<file path="config.mk">
export PLATFORM = sky130hd
export DESIGN_NAME = inst_fetch
export DESIGN_NICKNAME = d
export VERILOG_FILES = /design/src/rtl/inst_fetch_pkg.sv /design/src/rtl/inst_fifo.sv /design/src/rtl/inst_fetch.sv
export SDC_FILE = /design/constraint.sdc
export NUM_CORES = 1
export LEC_CHECK = 0
export CORE_MARGIN = 2
export CORE_UTILIZATION = 57
export CTS_CLUSTER_SIZE = 14
export DETAILED_ROUTE_END_ITERATION = 16
export PLACE_DENSITY = 0.89
export SYNTH_ARGS = -nofsm -noshare
export SYNTH_HDL_FRONTEND = slang
export SYNTH_SLANG_ARGS = --single-unit
</file>
<file path="constraint.sdc">
create_clock -name clk -period 2.8 [get_ports clk]
set_input_delay 0.42 -clock clk [delete_from_list [all_inputs] [get_ports clk]]
set_output_delay 0.42 -clock clk [all_outputs]
set_load 0.005 [all_outputs]
</file>
<file path="src/rtl/inst_fetch_pkg.sv">
// Shared types and widths for the instruction fetch unit and its prefetch buffer.
package inst_fetch_pkg;

    localparam int ADDR_W = 8;
    localparam int DATA_W = 8;

    typedef enum logic [1:0] {
        ST_IDLE    = 2'd0,
        ST_REQ     = 2'd1,
        ST_DISCARD = 2'd2
    } fetch_state_e;

    typedef struct packed {
        logic [DATA_W-1:0] inst;
        logic [ADDR_W-1:0] pc;
    } fetch_entry_t;

    function automatic logic [ADDR_W-1:0] pc_inc(input logic [ADDR_W-1:0] pc);
        return pc + 8'd1;
    endfunction

endpackage

</file>
<file path="src/rtl/inst_fifo.sv">
// Prefetch buffer: DEPTH entries of {inst, pc}; flush empties it, a same-cycle push and pop both land.
module inst_fifo
    import inst_fetch_pkg::*;
#(
    parameter int DEPTH = 2
) (
    input  logic                           clk,
    input  logic                           rst,
    input  logic                           push,
    input  logic                           pop,
    input  logic                           flush,
    input  fetch_entry_t                   din,
    output fetch_entry_t                   dout,
    output logic                           full,
    output logic                           empty,
    output logic [$clog2(DEPTH + 1)-1:0]   count
);

    localparam int CW = $clog2(DEPTH + 1);
    localparam int PW = (DEPTH > 1) ? $clog2(DEPTH) : 1;

    fetch_entry_t    mem_r [DEPTH];
    logic [PW-1:0]   wr_ptr_r;
    logic [PW-1:0]   rd_ptr_r;
    logic [CW-1:0]   count_r;
    logic            push_s;
    logic            pop_s;

    function automatic logic [PW-1:0] ptr_inc(input logic [PW-1:0] p);
        if (p == PW'(DEPTH - 1)) begin
            return {PW{1'b0}};
        end else begin
            return p + PW'(1);
        end
    endfunction

    assign empty  = (count_r == {CW{1'b0}});
    assign full   = (count_r == CW'(DEPTH));
    assign count  = count_r;
    assign dout   = mem_r[rd_ptr_r];
    assign pop_s  = pop && !empty;
    // a full buffer still accepts a write when the head leaves in the same cycle
    assign push_s = push && (!full || pop_s);

    // storage, pointers and occupancy
    always_ff @(posedge clk or posedge rst) begin
        if (rst) begin
            for (int i = 0; i < DEPTH; i++) begin
                mem_r[i] <= {(ADDR_W + DATA_W){1'b0}};
            end
            wr_ptr_r <= {PW{1'b0}};
            rd_ptr_r <= {PW{1'b0}};
            count_r  <= {CW{1'b0}};
        end else if (flush) begin
            wr_ptr_r <= {PW{1'b0}};
            rd_ptr_r <= {PW{1'b0}};
            count_r  <= {CW{1'b0}};
        end else begin
            if (push_s) begin
                mem_r[wr_ptr_r] <= din;
                wr_ptr_r        <= ptr_inc(wr_ptr_r);
            end
            if (pop_s) begin
                rd_ptr_r <= ptr_inc(rd_ptr_r);
            end
            case ({push_s, pop_s})
                2'b10:   count_r <= count_r + CW'(1);
                2'b01:   count_r <= count_r - CW'(1);
                default: count_r <= count_r;
            endcase
        end
    end

endmodule

</file>
<file path="src/rtl/inst_fetch.sv">
// Instruction fetch unit: issues program memory reads into a prefetch buffer and
// presents the oldest buffered instruction to the control unit, with jump redirect.
module inst_fetch
    import inst_fetch_pkg::*;
#(
    parameter logic [ADDR_W-1:0] RESET_PC = 8'h00,
    parameter int                DEPTH    = 2
) (
    input  logic              clk,
    input  logic              rst,
    output logic              mem_req,
    output logic [ADDR_W-1:0] mem_addr,
    input  logic              mem_ack,
    input  logic [DATA_W-1:0] mem_data,
    output logic [DATA_W-1:0] inst,
    output logic [ADDR_W-1:0] inst_pc,
    output logic              inst_valid,
    input  logic              inst_ready,
    input  logic              jmp,
    input  logic [ADDR_W-1:0] jmp_addr
);

    localparam int CW = $clog2(DEPTH + 1);

    fetch_state_e      state_r;
    fetch_state_e      state_s;
    logic [ADDR_W-1:0] pc_r;
    logic [ADDR_W-1:0] pc_s;
    logic [ADDR_W-1:0] addr_r;
    logic [ADDR_W-1:0] addr_s;
    logic              req_r;
    logic              push_s;
    logic              pop_s;
    logic              flush_s;
    logic              full_s;
    logic              empty_s;
    logic              slot_free_s;
    logic [CW-1:0]     count_s;
    fetch_entry_t      wr_entry_s;
    fetch_entry_t      head_s;

    assign pop_s       = !empty_s && inst_ready;
    // a slot is still free after this write once a same-cycle pop is counted
    assign slot_free_s = (int'(count_s) + 1 - int'(pop_s)) < DEPTH;
    assign wr_entry_s  = {mem_data, addr_r};

    inst_fifo #(
        .DEPTH (DEPTH)
    ) u_fifo (
        .clk   (clk),
        .rst   (rst),
        .push  (push_s),
        .pop   (pop_s),
        .flush (flush_s),
        .din   (wr_entry_s),
        .dout  (head_s),
        .full  (full_s),
        .empty (empty_s),
        .count (count_s)
    );

    // next-state, fetch PC, request address and buffer control
    always_comb begin
        state_s = state_r;
        pc_s    = pc_r;
        addr_s  = addr_r;
        push_s  = 1'b0;
        flush_s = jmp;
        case (state_r)
            ST_IDLE: begin
                if (jmp) begin
                    pc_s    = jmp_addr;
                    addr_s  = jmp_addr;
                    state_s = ST_REQ;
                end else if (!full_s) begin
                    addr_s  = pc_r;
                    state_s = ST_REQ;
                end else begin
                    state_s = ST_IDLE;
                end
            end
            ST_REQ: begin
                if (jmp) begin
                    pc_s = jmp_addr;
                    if (mem_ack) begin
                        addr_s  = jmp_addr;
                        state_s = ST_REQ;
                    end else begin
                        state_s = ST_DISCARD;
                    end
                end else if (mem_ack) begin
                    push_s  = 1'b1;
                    pc_s    = pc_inc(pc_r);
                    addr_s  = pc_inc(pc_r);
                    state_s = slot_free_s ? ST_REQ : ST_IDLE;
                end else begin
                    state_s = ST_REQ;
                end
            end
            ST_DISCARD: begin
                // pc_r holds the redirect target while the stale read drains
                if (jmp) begin
                    pc_s = jmp_addr;
                end else begin
                    pc_s = pc_r;
                end
                if (mem_ack) begin
                    addr_s  = jmp ? jmp_addr : pc_r;
                    state_s = ST_REQ;
                end else begin
                    state_s = ST_DISCARD;
                end
            end
            default: begin
                state_s = ST_IDLE;
                pc_s    = RESET_PC;
                addr_s  = RESET_PC;
            end
        endcase
    end

    // fetch state, PC and registered memory request outputs
    always_ff @(posedge clk or posedge rst) begin
        if (rst) begin
            state_r <= ST_IDLE;
            pc_r    <= RESET_PC;
            addr_r  <= RESET_PC;
            req_r   <= 1'b0;
        end else begin
            state_r <= state_s;
            pc_r    <= pc_s;
            addr_r  <= addr_s;
            req_r   <= (state_s != ST_IDLE);
        end
    end

    assign mem_req    = req_r;
    assign mem_addr   = addr_r;
    assign inst_valid = !empty_s;
    assign inst       = head_s.inst;
    assign inst_pc    = head_s.pc;

endmodule
</file>
**Word-level counts from Yosys, hierarchy flattened**

Cells that the tools add are included.

- Bits in registers: 55
- Input port bits: 21
- Output and inout bits: 26
- Word-level logic and storage cells: 84

- Add/subtract/negate cells: 7
- $lt $le $gt $ge: 4
- Equality and inequality tests: 9
- Multiplexer cells: 34
- Bitwise operators: 3
- Reduce and logical (&&, ||, !) cells: 16

Operator list:

| cell | number |
|---|---|
| 16-bit two-way mux | 4 |
| 8-bit two-way mux | 8 |
| 32-bit bitwise mux | 1 |
| 8-bit one-hot mux with 3 select lines | 1 |
| 16-bit demux with 1-bit select | 1 |
| 8-bit one-hot mux with 2 select lines | 1 |
| 1-bit two-way mux | 13 |
| 8-bit by 1-bit adder with 8-bit output, second input constant | 1 |
| 2-bit == test, second input constant | 3 |
| 2-bit two-way mux | 3 |
| 3-bit inequality test, second input constant | 2 |
| 2-bit one-hot mux with 3 select lines | 1 |
| 2-bit nonzero test | 3 |
| 2-bit by 1-bit == test with 1-bit output, second input constant | 2 |
| 2-bit >= comparator, second input constant | 2 |
| 1-bit logical AND | 4 |
| 2-bit zero test | 2 |
| 4-bit by 3-bit less-than comparator with 1-bit output, second input constant | 1 |
| 2-bit inequality test, second input constant | 2 |
| 1-bit inverter with 2-bit output | 2 |
| 2-bit one-hot mux with 2 select lines | 1 |
| 3-bit by 1-bit subtractor with 4-bit output | 1 |
| 2-bit by 1-bit adder with 3-bit output, second input constant | 1 |
| 3-bit AND reduction | 1 |
| 10 further kinds | 12 |

**Longest topological paths before layout**

- Word-level depth: 10
- Depth in mapped cells: 7

**Hierarchy**

Synthesis repeated with hierarchy kept, for this count alone.

- Cell total of the unflattened synthesis: 236
- Area total of the unflattened synthesis: 2,805.2 sq um

Modules (own cells, without submodules):

| module | times used | cells each | area each (sq um) | sequential area each (sq um) |
|---|---|---|---|---|
| inst_fifo | 1 | 114 | 1,695.4 | 900.9 |
| inst_fetch | 1 | 122 | 1,109.8 | 475.5 |

**Least setup slack after synthesis**

Ideal clock, no wire load.

- Path type: input port to flip-flop
- Start: input jmp
- End: register u_fifo.mem_r[24] (netlist name)
- Arrival: 1.642 ns
- Data required time: 2.675 ns
- Path slack: 1.033 ns
- Stages: 7
- Path through: buf_2 and4bb_1 buf_6 o21ai_4 nor2_8 buf_8 mux2_2

- Cells in the longest elaborated chain, start to end: 4

Ends and longest elaborated chain:

| what | RTL line | text |
|---|---|---|
| from (decl) | inst_fetch.sv:19 | `input logic jmp,` |
| 1-bit two-way mux | inst_fetch.sv:83 | `if (jmp) begin` |
| 1-bit two-way mux | inst_fetch.sv:69 | `case (state_r)` |
| 1-bit logical AND | inst_fifo.sv:43 | `assign push_s = push && (!full \|\| pop_s);` |
| 2-bit AND reduction (no source line) * | - |  |
| to (signal, indexed assignment) | inst_fifo.sv:49 | `mem_r[i] <= {(ADDR_W + DATA_W){1'b0}};` |
| to (signal, indexed assignment) | inst_fifo.sv:60 | `mem_r[wr_ptr_r] <= din;` |
| to (decl) | inst_fifo.sv:22 | `fetch_entry_t mem_r [DEPTH];` |

Mark *: on every way between the ends. The rest lies on a longest branch, timed or not.
A chain may end at the register's enable or synchronous reset.

**Worst setup path after layout**

- Start: register u_fifo.rd_ptr_r
- End: output inst[2]

- Cells in the longest elaborated chain, start to end: 4

Ends and longest elaborated chain:

| what | RTL line | text |
|---|---|---|
| from (decl) | inst_fifo.sv:24 | `logic [PW-1:0] rd_ptr_r;` |
| from (signal assigned) | inst_fifo.sv:52 | `rd_ptr_r <= {PW{1'b0}};` |
| from (signal assigned) | inst_fifo.sv:56 | `rd_ptr_r <= {PW{1'b0}};` |
| from (signal assigned) | inst_fifo.sv:64 | `rd_ptr_r <= ptr_inc(rd_ptr_r);` |
| 1-bit inverter with 2-bit output (not written as such) | inst_fifo.sv:40 | `assign dout = mem_r[rd_ptr_r];` |
| 16-bit two-way mux (not written as such) (3 in series) | inst_fifo.sv:40 |  |
| to (decl) | inst_fetch.sv:15 | `output logic [DATA_W-1:0] inst,` |

Every way passes these cells. The select of a mux whose other input is x is not followed.

==> metrics.csv <==
metric;value;unit
Die W;73.3;um
hold_buf cts;0;
critical path's top delay family;flip-flops;
Yosys warnings;0;
Power, Total;0.00284;W
Starting Density;58.4;%
met3 Use GR;4.12;%
worst min-delay path class;input pin to async pin;
crit-path cells;mux2_2 -> clkdlybuf4s50_1;
Area Overhead vs Synth;21.7;%
GRT met1 Usage;28.9;%
CP Capture Type;output port;
minimum clock period;2.41;ns
CP required;2.38;ns
largest net degree at the start of global routing;24;
Peak VDD IR;0.000375;V
cells on worst reg2reg path;4;
HPWL after DPL;3670;um
CP Depth;2;
vias post-DR;1835;
critical path launch point type;flip-flop;
top-area cell type share of the netlist area;50.3;%
Worst Setup EP;inst[2];
Final Hold Viols;0;
period utilisation layout;86.1;%
share of the yosys chip area belonging to registers;50.3;%
CTS resizes;0;
outcome;finished, final reports clean;
leakage;1.42;nW
CTS Buf Count;5;
Post-synth EDFFs;0;
DIE AREA;5380;um2
CTS Sinks;55;
RePlAce Congestion;0.810;
largest fanout on the critical path;17;
Max stage delay on crit path;0.81;ns
mean routed wirelength per cell;16.0;um
Cells after DPL;317;
Placement Cell Area;3230;um2
total congestion overflow;0;
port buffer count;46;
final cell count without fillers;324;
Synth Register Bits;55;
Syn Inst Count;223;
Routed WL;5180;um
CP arrival;1.99;ns
pwr dens;852;nW/um2
global route hottest layer;met2;
Mapped Nets;245;
final core utilization;71.1;%
Critical Path Start;u_fifo.rd_ptr_r;
kind of critical path;flip-flop to output port;
top post-synthesis cells by count;dfrtp_1, mux2_2, nand2_1, o21ai_0, mux2_4;
vias in the first global route;1843;
ant diodes;0;
CP Buf/Inv Count;1;
Clock transition at path regs;0.10;ns
Final setup viols;0;
first-pass GRT wire length;8600;um
DRC viols;0;
# Post-CTS Setup Buffers;0;
antenna violations before repair;0;
largest area contributor in the netlist;dfrtp_1;
Tot GR Track Use;20.7;%
Ports;47;
Worst Tran Pin Value;0.755;ns
Syn Area/Cell;12.3;um2
max-slew violations;0;
Crit-path slowest cell;dfrtp_1;
top_reg_cell synth;dfrtp_1;
fin area;3330;um2
max-cap viol count;0;
die height;73.3;um
TNS Setup;0;ns
share of synthesized flip-flops with an asynchronous set or reset;100;%
Antenna Violating Nets Remaining;0;
share of layout cells above drive strength 1;25.6;%
TritonCTS clock tree;done;
highest clock rate;415;MHz
drt first-iter violations;86;
Netlist cell types;43;
reg2reg setup slack;0.76;ns
H-Tree Depth;2;
worst-skew pair later-pin latency;0.31;ns
fin nets;292;
Avg Vias per Cell;5.66;
core area;4690;um2
Detailed Routing Iterations Pass 1;4;
Worst R2R End;u_fifo.mem_r[23];
root buffer cell;clkbuf_8;
clk buf depth;2;
post-synthesis cell area;2740;um2
row cnt;25;
slew margin rel.;49.4;%
largest cells by area after synthesis;dfrtp_1, mux2_2, mux2_4, nand2_1, o21ai_0;
worst flop-to-flop path startpoint;state_r[0];
cell with the most instances after synthesis;dfrtp_1;
RSZ-0062 raised after global routing;no;
grt met2 use;33.1;%
clock skew;0.00924;ns
-- stage by stage --
| step | hold WS (ns) | setup WS (ns) |
|---|---|---|
| CTS | 0.407 | 0.379 |
| global route | 0.449 | 0.313 |
| finish | 0.401 | 0.388 |
| detailed placement | 0.488 | 0.519 |
| floorplan | 0.471 | 1.03 |
| global placement | 0.481 | 0.554 |
-- worst reg2reg max path, stage by stage, from the launching register on --
cell and delay, ns:
dfrtp_1 0.62, and4bb_1 0.52, o21ai_4 0.15, nor2_8 0.27, mux2_2 0.38
-- cells by family after synthesis --
logic type / Yosys count / synth area share (%)
mux: 50 / 21.8
buf+inv: 17 / 3.75
simple gates: 47 / 9.04
compound gates: 46 / 12.4
flops: 55 / 50.3
fa+ha+maj: 1 / 0.457
xor+xnor: 7 / 2.24
-- area by class of cell --
type,instances,area (um2)
timing repair buffer,52,505
tap,54,67.6
inverter,5,18.8
clock buffer,5,68.8
clock inverter,2,37.5
fill,348,1360
multi-input combinational,151,1260
sequential,55,1380
-- cells in the final DEF, fill, tap and decap left out, types with 2 or more instances in the layout --
| master | instances |
|---|---|
| clkdlybuf4s50_1 | 46 |
| nand2b_1 | 2 |
| nand3_1 | 3 |
| nor3_1 | 5 |
| o21a_1 | 2 |
| mux2_2 | 38 |
| xnor2_1 | 3 |
| a21o_1 | 2 |
| mux2i_1 | 2 |
| inv_1 | 4 |
| nor2b_1 | 2 |
| nand2_1 | 24 |
| clkbuf_8 | 5 |
| dfrtp_1 | 55 |
| nor2_1 | 4 |
| a211oi_1 | 2 |
| a21oi_1 | 3 |
| o211ai_1 | 4 |
| mux2_4 | 10 |
| xor2_1 | 4 |
| o21ai_0 | 17 |
| buf_4 | 6 |
| o31ai_1 | 6 |
| a211o_1 | 2 |
-- state kept, by name, indices dropped and copies added (netlist names) --
signal	count
u_fifo.mem_r	32
mem_addr	8
pc_r	8
state_r	2
u_fifo.count	2
mem_req	1
u_fifo.rd_ptr_r	1
u_fifo.wr_ptr_r	1
-- power breakdown --
group          internal (W)  switching, W
combinational      0.000674      0.000335
sequential          0.00108      0.000227
clock              0.000262      0.000260
total               0.00202      0.000822
-- routing by layer --
metal,vias up,wire length (um)
met4,0,14
met3,2,197
met2,44,2550
met1,900,2420
li1,889,-
met5,-,0
-- how the worst min path moves through the flow --
stage | startpoint | endpoint | depth (start not counted)
3_3_place_gp | u_fifo.mem_r[5] | u_fifo.mem_r[5] | 1
3_5_place_dp | u_fifo.mem_r[7] | u_fifo.mem_r[7] | 1
6_report | rst | u_fifo.mem_r[30] | 2
5_1_grt | rst | u_fifo.mem_r[24] | 2
2_1_floorplan | pc_r[7] | pc_r[7] | 2
4_1_cts | rst | u_fifo.mem_r[30] | 2
Power figures use the tool's default switching activity.
